--- src/rtl/pc_mux_reg_pkg.sv ---
// Shared definitions for the fetch-stage next-PC selector: index-width rule,
// default reset PC and the candidate-source encoding.
package pc_mux_reg_pkg;

   // PC value loaded on reset unless the instance overrides it.
   localparam int unsigned DEFAULT_RESET_PC = 0;

   // Where the next PC comes from on a non-stalled cycle.
   typedef enum logic [1:0] {
      SEL_SEQ  = 2'd0,   // sequential increment
      SEL_LIVE = 2'd1,   // redirect requested this cycle
      SEL_PEND = 2'd2    // redirect captured earlier during a stall
   } sel_e;

   // Ceiling log2; clog2(0) and clog2(1) both return 0.
   function automatic int unsigned clog2(input int unsigned n);
      int unsigned r;
      int unsigned v;
      r = 0;
      v = 1;
      while (v < n) begin
         v = v << 1;
         r = r + 1;
      end
      return r;
   endfunction

   // Source-index width: clog2 of the source count, never narrower than one bit.
   function automatic int unsigned idx_width(input int unsigned n_src);
      int unsigned w;
      w = clog2(n_src);
      return (w < 1) ? 1 : w;
   endfunction

endpackage

--- src/rtl/pc_prio_enc.sv ---
// Combinational priority encoder over the redirect request vector; the
// highest set index wins.
module pc_prio_enc #(
   parameter int unsigned N_SRC = 4,
   parameter int unsigned IDX_W = 2
) (
   input  logic [N_SRC-1:0] src_valid,
   output logic             any_valid,
   output logic [IDX_W-1:0] win_idx
);

   // Scan upward so the last (highest) valid index overrides lower ones.
   always_comb begin
      any_valid = 1'b0;
      win_idx   = '0;
      for (int unsigned i = 0; i < N_SRC; i++) begin
         if (src_valid[i]) begin
            any_valid = 1'b1;
            win_idx   = IDX_W'(i);
         end
      end
   end

endmodule

--- src/rtl/pc_mux_reg.sv ---
// Fetch-stage next-PC selector and PC register. Chooses between the sequential
// increment, a live redirect and a redirect captured during a stall, and flags
// redirected fetches so later stages can squash.
module pc_mux_reg
   import pc_mux_reg_pkg::*;
#(
   parameter  int unsigned ADDR_W   = 10,
   parameter  int unsigned N_SRC    = 4,
   parameter  int unsigned INC      = 1,
   parameter  int unsigned RESET_PC = DEFAULT_RESET_PC,
   localparam int unsigned IDX_W    = idx_width(N_SRC)
) (
   input  logic                    clk,
   input  logic                    rst_n,
   input  logic                    stall,
   input  logic [N_SRC-1:0]        src_valid,
   input  logic [N_SRC*ADDR_W-1:0] src_addr,
   output logic [ADDR_W-1:0]       pc,
   output logic                    redirect,
   output logic [IDX_W-1:0]        redirect_idx,
   output logic                    pending
);

   localparam logic [ADDR_W-1:0] RST_PC_V = ADDR_W'(RESET_PC);
   localparam logic [ADDR_W-1:0] INC_V    = ADDR_W'(INC);

   // Architectural state
   logic [ADDR_W-1:0] pc_q,        pc_d;
   logic              redirect_q,  redirect_d;
   logic [IDX_W-1:0]  redir_idx_q, redir_idx_d;
   logic              pend_q,      pend_d;
   logic [ADDR_W-1:0] pend_addr_q, pend_addr_d;
   logic [IDX_W-1:0]  pend_idx_q,  pend_idx_d;

   // Live winner
   logic              live_any;
   logic [IDX_W-1:0]  live_idx;
   logic [ADDR_W-1:0] live_addr;
   logic              live_takes;
   sel_e              sel;

   pc_prio_enc #(
      .N_SRC (N_SRC),
      .IDX_W (IDX_W)
   ) u_prio_enc (
      .src_valid (src_valid),
      .any_valid (live_any),
      .win_idx   (live_idx)
   );

   // Extract the winning source's target address from the flattened bus.
   always_comb begin
      live_addr = '0;
      for (int unsigned i = 0; i < N_SRC; i++) begin
         if (IDX_W'(i) == live_idx) begin
            live_addr = src_addr[i*ADDR_W +: ADDR_W];
         end
      end
   end

   // Live request beats the pending entry when its index is at least as high;
   // this same test gates capture during a stall.
   always_comb begin
      live_takes = live_any && (!pend_q || (live_idx >= pend_idx_q));
      if (live_takes) begin
         sel = SEL_LIVE;
      end else if (pend_q) begin
         sel = SEL_PEND;
      end else begin
         sel = SEL_SEQ;
      end
   end

   // Next-state logic for PC, redirect flag and pending capture.
   always_comb begin
      pc_d        = pc_q;
      redirect_d  = 1'b0;
      redir_idx_d = '0;
      pend_d      = pend_q;
      pend_addr_d = pend_addr_q;
      pend_idx_d  = pend_idx_q;

      if (stall) begin
         if (live_takes) begin
            pend_d      = 1'b1;
            pend_addr_d = live_addr;
            pend_idx_d  = live_idx;
         end
      end else begin
         pend_d = 1'b0;
         unique case (sel)
            SEL_LIVE: begin
               pc_d        = live_addr;
               redirect_d  = 1'b1;
               redir_idx_d = live_idx;
            end
            SEL_PEND: begin
               pc_d        = pend_addr_q;
               redirect_d  = 1'b1;
               redir_idx_d = pend_idx_q;
            end
            default: begin
               pc_d = pc_q + INC_V;
            end
         endcase
      end
   end

   // State registers with asynchronous active-low reset.
   always_ff @(posedge clk or negedge rst_n) begin
      if (!rst_n) begin
         pc_q        <= RST_PC_V;
         redirect_q  <= 1'b0;
         redir_idx_q <= '0;
         pend_q      <= 1'b0;
         pend_addr_q <= '0;
         pend_idx_q  <= '0;
      end else begin
         pc_q        <= pc_d;
         redirect_q  <= redirect_d;
         redir_idx_q <= redir_idx_d;
         pend_q      <= pend_d;
         pend_addr_q <= pend_addr_d;
         pend_idx_q  <= pend_idx_d;
      end
   end

   assign pc           = pc_q;
   assign redirect     = redirect_q;
   assign redirect_idx = redir_idx_q;
   assign pending      = pend_q;

endmodule

--- config.mk ---
export PLATFORM = sky130hd
export DESIGN_NAME = pc_mux_reg
export DESIGN_NICKNAME = d
export VERILOG_FILES = /design/src/rtl/pc_mux_reg_pkg.sv /design/src/rtl/pc_prio_enc.sv /design/src/rtl/pc_mux_reg.sv
export SDC_FILE = /design/constraint.sdc
export NUM_CORES = 1
export LEC_CHECK = 0
export CAP_MARGIN = 20
export CORE_MARGIN = 4
export CORE_UTILIZATION = 46
export CTS_BUF_LIST = sky130_fd_sc_hd__clkbuf_8
export DETAILED_ROUTE_END_ITERATION = 10
export GPL_TIMING_DRIVEN = 0
export HOLD_SLACK_MARGIN = 0.15
export MAX_ROUTING_LAYER = met4
export PLACE_DENSITY_LB_ADDON = 0.3
export SKIP_LAST_GASP = 1
export SYNTH_ARGS = -nofsm -noshare
export SYNTH_HDL_FRONTEND = slang
export SYNTH_SLANG_ARGS = --single-unit
--- constraint.sdc ---
create_clock -name clk -period 2.6 [get_ports clk]
set_input_delay 0.65 -clock clk [delete_from_list [all_inputs] [get_ports clk]]
set_output_delay 0.65 -clock clk [all_outputs]
set_load 0.005 [all_outputs]
Yosys cells after proc, flatten, opt, wreduce, memory -nomap -nowiden
Cells that the tools add are included.
- bits in registers: 26
- input bits: 47
- output and inout port bits: 14
- word-level logic and storage cells: 40
- add/sub/neg operators: 1
- magnitude comparators: 1
- eq/ne operators: 6
- muxes and demuxes: 20
- reduce and logical (&&, ||, !) cells: 6
- operators by type and width (operator ; count):
    10-bit 2-to-1 mux ; 4
    10-bit case mux with 2 select lines ; 1
    10-bit by 1-bit adder with 10-bit output, second input constant ; 1
    2-bit 2-to-1 mux ; 5
    1-bit 2-to-1 mux ; 9
    2-bit equality test, first input constant ; 2
    2-bit case mux with 2 select lines ; 1
    1-bit by 2-bit equality test with 1-bit output, first input constant ; 1
    2-bit by 1-bit equality test with 1-bit output, second input constant ; 1
    2-bit equality test, second input constant ; 1
    2-bit >= comparator ; 1
    2-bit zero test ; 1
    2-bit by 1-bit inequality test with 1-bit output, second input constant ; 1
    2-bit AND reduction ; 1
    2-bit OR reduction ; 1
    1-bit logical AND ; 1
    1-bit zero test ; 1
    1-bit logical OR ; 1

Longest topological paths before layout
- word-level depth: 11
- gate-level depth with buffers: 10

Cells and area by module
Synthesis repeated with hierarchy kept, for this count alone.
- cell total of the unflattened synthesis: 149
- area, all modules: 1639.1 µm²
- modules (own cells, without submodules) (module ; times used ; cells an instance ; area each (µm²) ; sequential area each (µm²)):
    pc_mux_reg ; 1 ; 145 ; 1615.3 ; 650.6
    pc_prio_enc ; 1 ; 4 ; 23.8 ; 0.0

Least setup slack after synthesis
No wires, ideal clock.
- path kind: input port to flip-flop
- start: in src_valid[2]
- end: reg pend_addr_q[5]
- library setup time: 0.125 ns
- arrival: 2.359 ns
- slack: 0.115 ns
- stages on the path: 9
- path buffers: 3
- cells stage by stage: nor2_1 clkbuf_1 inv_1 ha_1 a211oi_2 or3_1 buf_6 buf_6 mux2_4
- longest elaborated chain between the ends: 7
- elaborated cells between the ends (all ways): 16
- ends and longest elaborated chain (what ; line ; source):
    from (decl) ; pc_mux_reg.sv:16 ; input logic [N_SRC-1:0] src_valid,
    2-bit 2-to-1 mux (*) (2 in a row) ; pc_prio_enc.sv:17 ; if (src_valid[i]) begin
    net live_idx[1] ; pc_mux_reg.sv:37 ; logic [IDX_W-1:0] live_idx;
    2-bit zero test ; pc_mux_reg.sv:55 ; if (IDX_W'(i) == live_idx) begin
    10-bit 2-to-1 mux (4 in a row) ; pc_mux_reg.sv:55 ;
    to (signal assigned) ; pc_mux_reg.sv:123 ; pend_addr_q <= pend_addr_d;
    to (decl) ; pc_mux_reg.sv:32 ; logic [ADDR_W-1:0] pend_addr_q, pend_addr_d;
Mark *: on every way through the listed nets, which the timed path passes. The rest lies on a longest branch.
A chain may end at the register's enable or synchronous reset.

Worst setup path in the final report
- start: in src_valid[1]
- end: reg pc_q[9] (netlist: pc[9])
- longest elaborated chain between the ends: 9
- elaborated cells between the ends (all ways): 21
- ends and longest elaborated chain (what ; line ; source):
    1-bit 2-to-1 mux ; pc_prio_enc.sv:17 ;
    2-bit 2-to-1 mux (2 in a row) ; pc_prio_enc.sv:17 ;
    2-bit >= comparator or 2-bit zero test (tied branches) ; pc_mux_reg.sv:64, pc_mux_reg.sv:55 ;
    1-bit logical OR or 10-bit 2-to-1 mux (tied branches) ; pc_mux_reg.sv:64, pc_mux_reg.sv:55 ;
    1-bit logical AND or 10-bit 2-to-1 mux (tied branches) ; pc_mux_reg.sv:64, pc_mux_reg.sv:55 ;
    2-bit 2-to-1 mux or 10-bit 2-to-1 mux (tied branches) ; pc_mux_reg.sv:65, pc_mux_reg.sv:55 ;
    2-bit equality test, or another cell as far along ; pc_mux_reg.sv:91 ; unique case (sel)
    10-bit case mux with 2 select lines (*) ; pc_mux_reg.sv:91 ;
    to (signal assigned) ; pc_mux_reg.sv:119 ; pc_q <= pc_d;
    to (decl) ; pc_mux_reg.sv:28 ; logic [ADDR_W-1:0] pc_q, pc_d;
Mark *: on every way between the ends. The rest lies on a longest branch, timed or not.

==> impl_results.md <==
* Comb pwr share at 0.350
* Time the final worst path needs with I/O delays and setup at 2.522 ns
* Kind of critical path: input pin to register
* Wire length per cell at between 15 and 20 um
* Total number of nets in the final design at approximately 300
* Total clock buffers created by CTS at 3
* RR Endpoint: pc[9]$_DFFE_PN0N_
* Footprint of the flip-flops and latches at around 650 um^2
* Layout Area Growth over Synthesis at 47.67%
* GP Congestion at 0.8827
* Post-synth top flop: sky130_fd_sc_hd__dfrtp_1
* Hold-critical path depth at 2
* Static leakage power at 0.001044 uW
* Final WL at between 4000 and 5000 um
* Count of mapped cells out of synthesis at ~180
* Status: finished, final reports clean
* Most frequent standard cell in the layout excluding fill and tap cells: sky130_fd_sc_hd__clkdlybuf4s50_1
* Final Max Tran Viols at 0
* Worst path required time at between 2 and 3 ns
* Min-Delay Startpoint: pend_addr_q[9]$_DFFE_PN0P_
* X dimension of the die at a little under 70 um
* Switching power total at about 400 uW
* Die span in y at around 68 um
* Clock tree from TritonCTS: done
* Post-synthesis sequential element count at 26
* Max_cap viols at 0
* Arrival time reported for the critical path endpoint at 2.72 ns
* Final Cycle Share at 0.9701
* Largest net degree at the start of global routing at 21
* Met3 GRT Util at 0.03941
* Final Power at 1386 uW
* Share of power burned in the clock network at 0.245
* Share of synthesized registers carrying an async set or reset at 1.000
* Crit Path Max Fanout at 5
* Yosys cell types at between 40 and 50
* Share of the core filled with cells in the final layout at 0.7194
* Highest-count cells in the layout ignoring fill and taps: sky130_fd_sc_hd__clkdlybuf4s50_1, sky130_fd_sc_hd__dfrtp_1, sky130_fd_sc_hd__nand2_1
* Worst Skew at a little under 0.006 ns
* Vias per cell at around 5.7
* Max VDD drop at ~0.25 mV
* Critical path endpoint category: register
* Post-detailed-route count of antenna-violating nets at 0
* Total of endpoints with negative setup slack in the final report at 0
* Slew @ Worst Pin at 0.4724 ns
* Most used routing layer: met2
* Max H-tree Level at 1
* Die area at 4644 um^2
* Startpoint Class: input pin
* Initial antenna violation count at 0
* Synthesized cell area at 1664 um^2
* Sequential element share of the synthesized area at 0.3910
* DRC errors left at 0
* Hold bufs inserted after CTS at 0
* Port-buffer cells at 60
* HPWL after detailed placement at roughly 3400 um
* Worst-case clock buffer depth at 2
* Iteration-0 DRC count of the detailed router at around 140
* Start of the worst register-to-register path: pend_idx_q[0]$_DFFE_PN0P_
* Length of the first detailed-routing pass in iterations at 4
* Max frequency at between 300 and 400 MHz
* Clock Latency Late Sink at 0.28 ns
* Fin worst setup slack at roughly 0.078 ns
* Number of rows in the core area at 21
* Post-placement setup slack at -0.8167 ns
* Syn nets at between 200 and 250
* Total area of multi-input combinational cells at 918.4 um^2
* Number of primary I/O pins at 61
* Ratio of cells with drive above 1 in the final layout at 0.1296
* Yosys synthesis warning count at 0
* Filler cell count in the final layout at 276
* Overall Global Routing Usage at 0.2184
* Clk sink count at 26
* Average instance area after synthesis at roughly 9.3 um^2
* Met2 usage in global routing at 0.3586
* GRT overflow at 0
* Master cell of the clock root buffer: sky130_fd_sc_hd__clkbuf_8
* Min-delay worst type: register to register
* Register-to-register path setup slack at approximately 0.57 ns
* Switching share of power at 0.2882
* Via count of the first global-routing pass at 1686
* Power share of the sequential group at 0.405
* Starting Density at 0.4872
* Count of flip-flops with a built-in enable after synthesis at 0
* Power density over the cells at 564.1 nW/um^2
* Total count of hold-check failures in the final report at 0
* Worst hold path endpoint: pend_addr_q[9]$_DFFE_PN0P_
* Setup repair after global routing missed its margin: no
* Max transition margin at 0.6839
* Met1 demand-to-capacity share in global routing at 0.2618
* FF-to-FF path depth at 7
* Clk slew on worst S/H paths at around 0.090 ns
* Internal cell power at between 900 and 1000 uW
* Core area at around 3400 um^2
* Accumulated negative setup slack at 0 ns
* Via count at approximately 1700
* Antenna diode count at 0
* Wire length of the first global-routing pass at 7334 um
[Yosys cell counts (2+ instances only)]
cell type	n	area share
sky130_fd_sc_hd__a31oi_1	4	0.015
sky130_fd_sc_hd__o31a_1	2	0.011
sky130_fd_sc_hd__mux2_2	5	0.034
sky130_fd_sc_hd__nand2_1	15	0.034
sky130_fd_sc_hd__nand2b_1	2	0.0075
sky130_fd_sc_hd__a311oi_1	2	0.011
sky130_fd_sc_hd__dfrtp_1	26	0.39
sky130_fd_sc_hd__buf_2	3	0.0090
sky130_fd_sc_hd__mux2i_1	11	0.066
sky130_fd_sc_hd__clkbuf_1	4	0.0090
sky130_fd_sc_hd__mux2_4	4	0.036
sky130_fd_sc_hd__and3_1	5	0.019
sky130_fd_sc_hd__nand3_1	7	0.021
sky130_fd_sc_hd__o31ai_1	2	0.0090
sky130_fd_sc_hd__o21ai_0	10	0.030
sky130_fd_sc_hd__nor2_1	12	0.027
sky130_fd_sc_hd__a211oi_1	2	0.0090
sky130_fd_sc_hd__a221oi_1	2	0.011
sky130_fd_sc_hd__o21a_1	2	0.0090
sky130_fd_sc_hd__ha_1	3	0.023
sky130_fd_sc_hd__inv_1	9	0.020
sky130_fd_sc_hd__buf_6	3	0.020
sky130_fd_sc_hd__o22ai_1	11	0.041
sky130_fd_sc_hd__a21oi_1	14	0.042
[logic make-up after synthesis]
logic type / share of synthesized area
AOI/OAI and AO/OA: 0.2286
and+or+nand+nor: 0.1444
DFF: 0.3910
buffers and inverters: 0.06540
muxes: 0.1429
adders and majority gates: 0.02256
xor gates and xnor gates: 0.005264
[registers in the layout, summed over array words and instances, names as in the netlist]
signal        flops
pc               10
pend_addr_q      10
pend_idx_q        2
pending           1
redirect          1
redirect_idx      2
[layout make-up]
type,count,area share
repair buffers,64,0.2581
multi-input cells,132,0.3737
well taps,46,0.02342
clock inverters,1,0.01222
inverters,10,0.01527
plain buffers,11,0.03564
flip-flops and latches,26,0.2648
clock buffers,3,0.01680
[worst max-delay path, stage by stage]
cell and delay [ns]:
sky130_fd_sc_hd__clkdlybuf4s15_1 0.26, sky130_fd_sc_hd__buf_6 0.17, sky130_fd_sc_hd__a21oi_4 0.14, sky130_fd_sc_hd__ha_1 0.24, sky130_fd_sc_hd__nand2b_1 0.15, sky130_fd_sc_hd__a211oi_2 0.31, sky130_fd_sc_hd__or2_1 0.15, sky130_fd_sc_hd__buf_4 0.13
sky130_fd_sc_hd__mux2_2 0.35, sky130_fd_sc_hd__a22oi_1 0.17
[routing by layer]
| layer | share of wire | wire length (um) |
|---|---|---|
| met1 | 0.43 | 1896 |
| met2 | 0.46 | 2065 |
| met3 | 0.089 | 394 |
| met4 | 0.019 | 85 |
| met5 | 0 | 0 |
[what timing repair did]
action	CTS	global route
cloned	0	0
resized for setup	11	6
buffers inserted	2	1
pin swaps	2	3
setup endpoints to repair	24	12
[power groups by stage]
stage               sequential (uW)  combinational, uW  clock, uW
finish                          561                486        339
floorplan                       556                251          0
detailed placement              566                472          0
global route                    571                534        363
global placement                562                459          0
CTS                             558                482        346
[worst max path at each step]
stage	startpoint	to	slack (ns)	cells after the start
2_1_floorplan	src_valid[2]	pend_addr_q[5]$_DFFE_PN0P_	0.12	9
3_3_place_gp	src_valid[3]	pc[9]$_DFFE_PN0N_	-0.76	10
3_5_place_dp	src_valid[3]	pc[9]$_DFFE_PN0N_	-0.82	10
4_1_cts	src_valid[1]	pc[9]$_DFFE_PN0N_	0.02	10
5_1_grt	src_valid[1]	pc[9]$_DFFE_PN0N_	0.01	10
6_report	src_valid[1]	pc[9]$_DFFE_PN0N_	0.08	10
[per-stage QoR]
step | hold WS (ns) | area (um^2) | std cells
after global placement | 0.4633 | 2322 | 285
after detailed placement | 0.4730 | 2337 | 286
final | 0.4910 | 2457 | 293
after CTS | 0.4940 | 2446 | 292
after floorplan | 0.3544 | 1664 | 179
after global routing | 0.5280 | 2457 | 293
No activity file was read; power rests on OpenSTA's default activity.
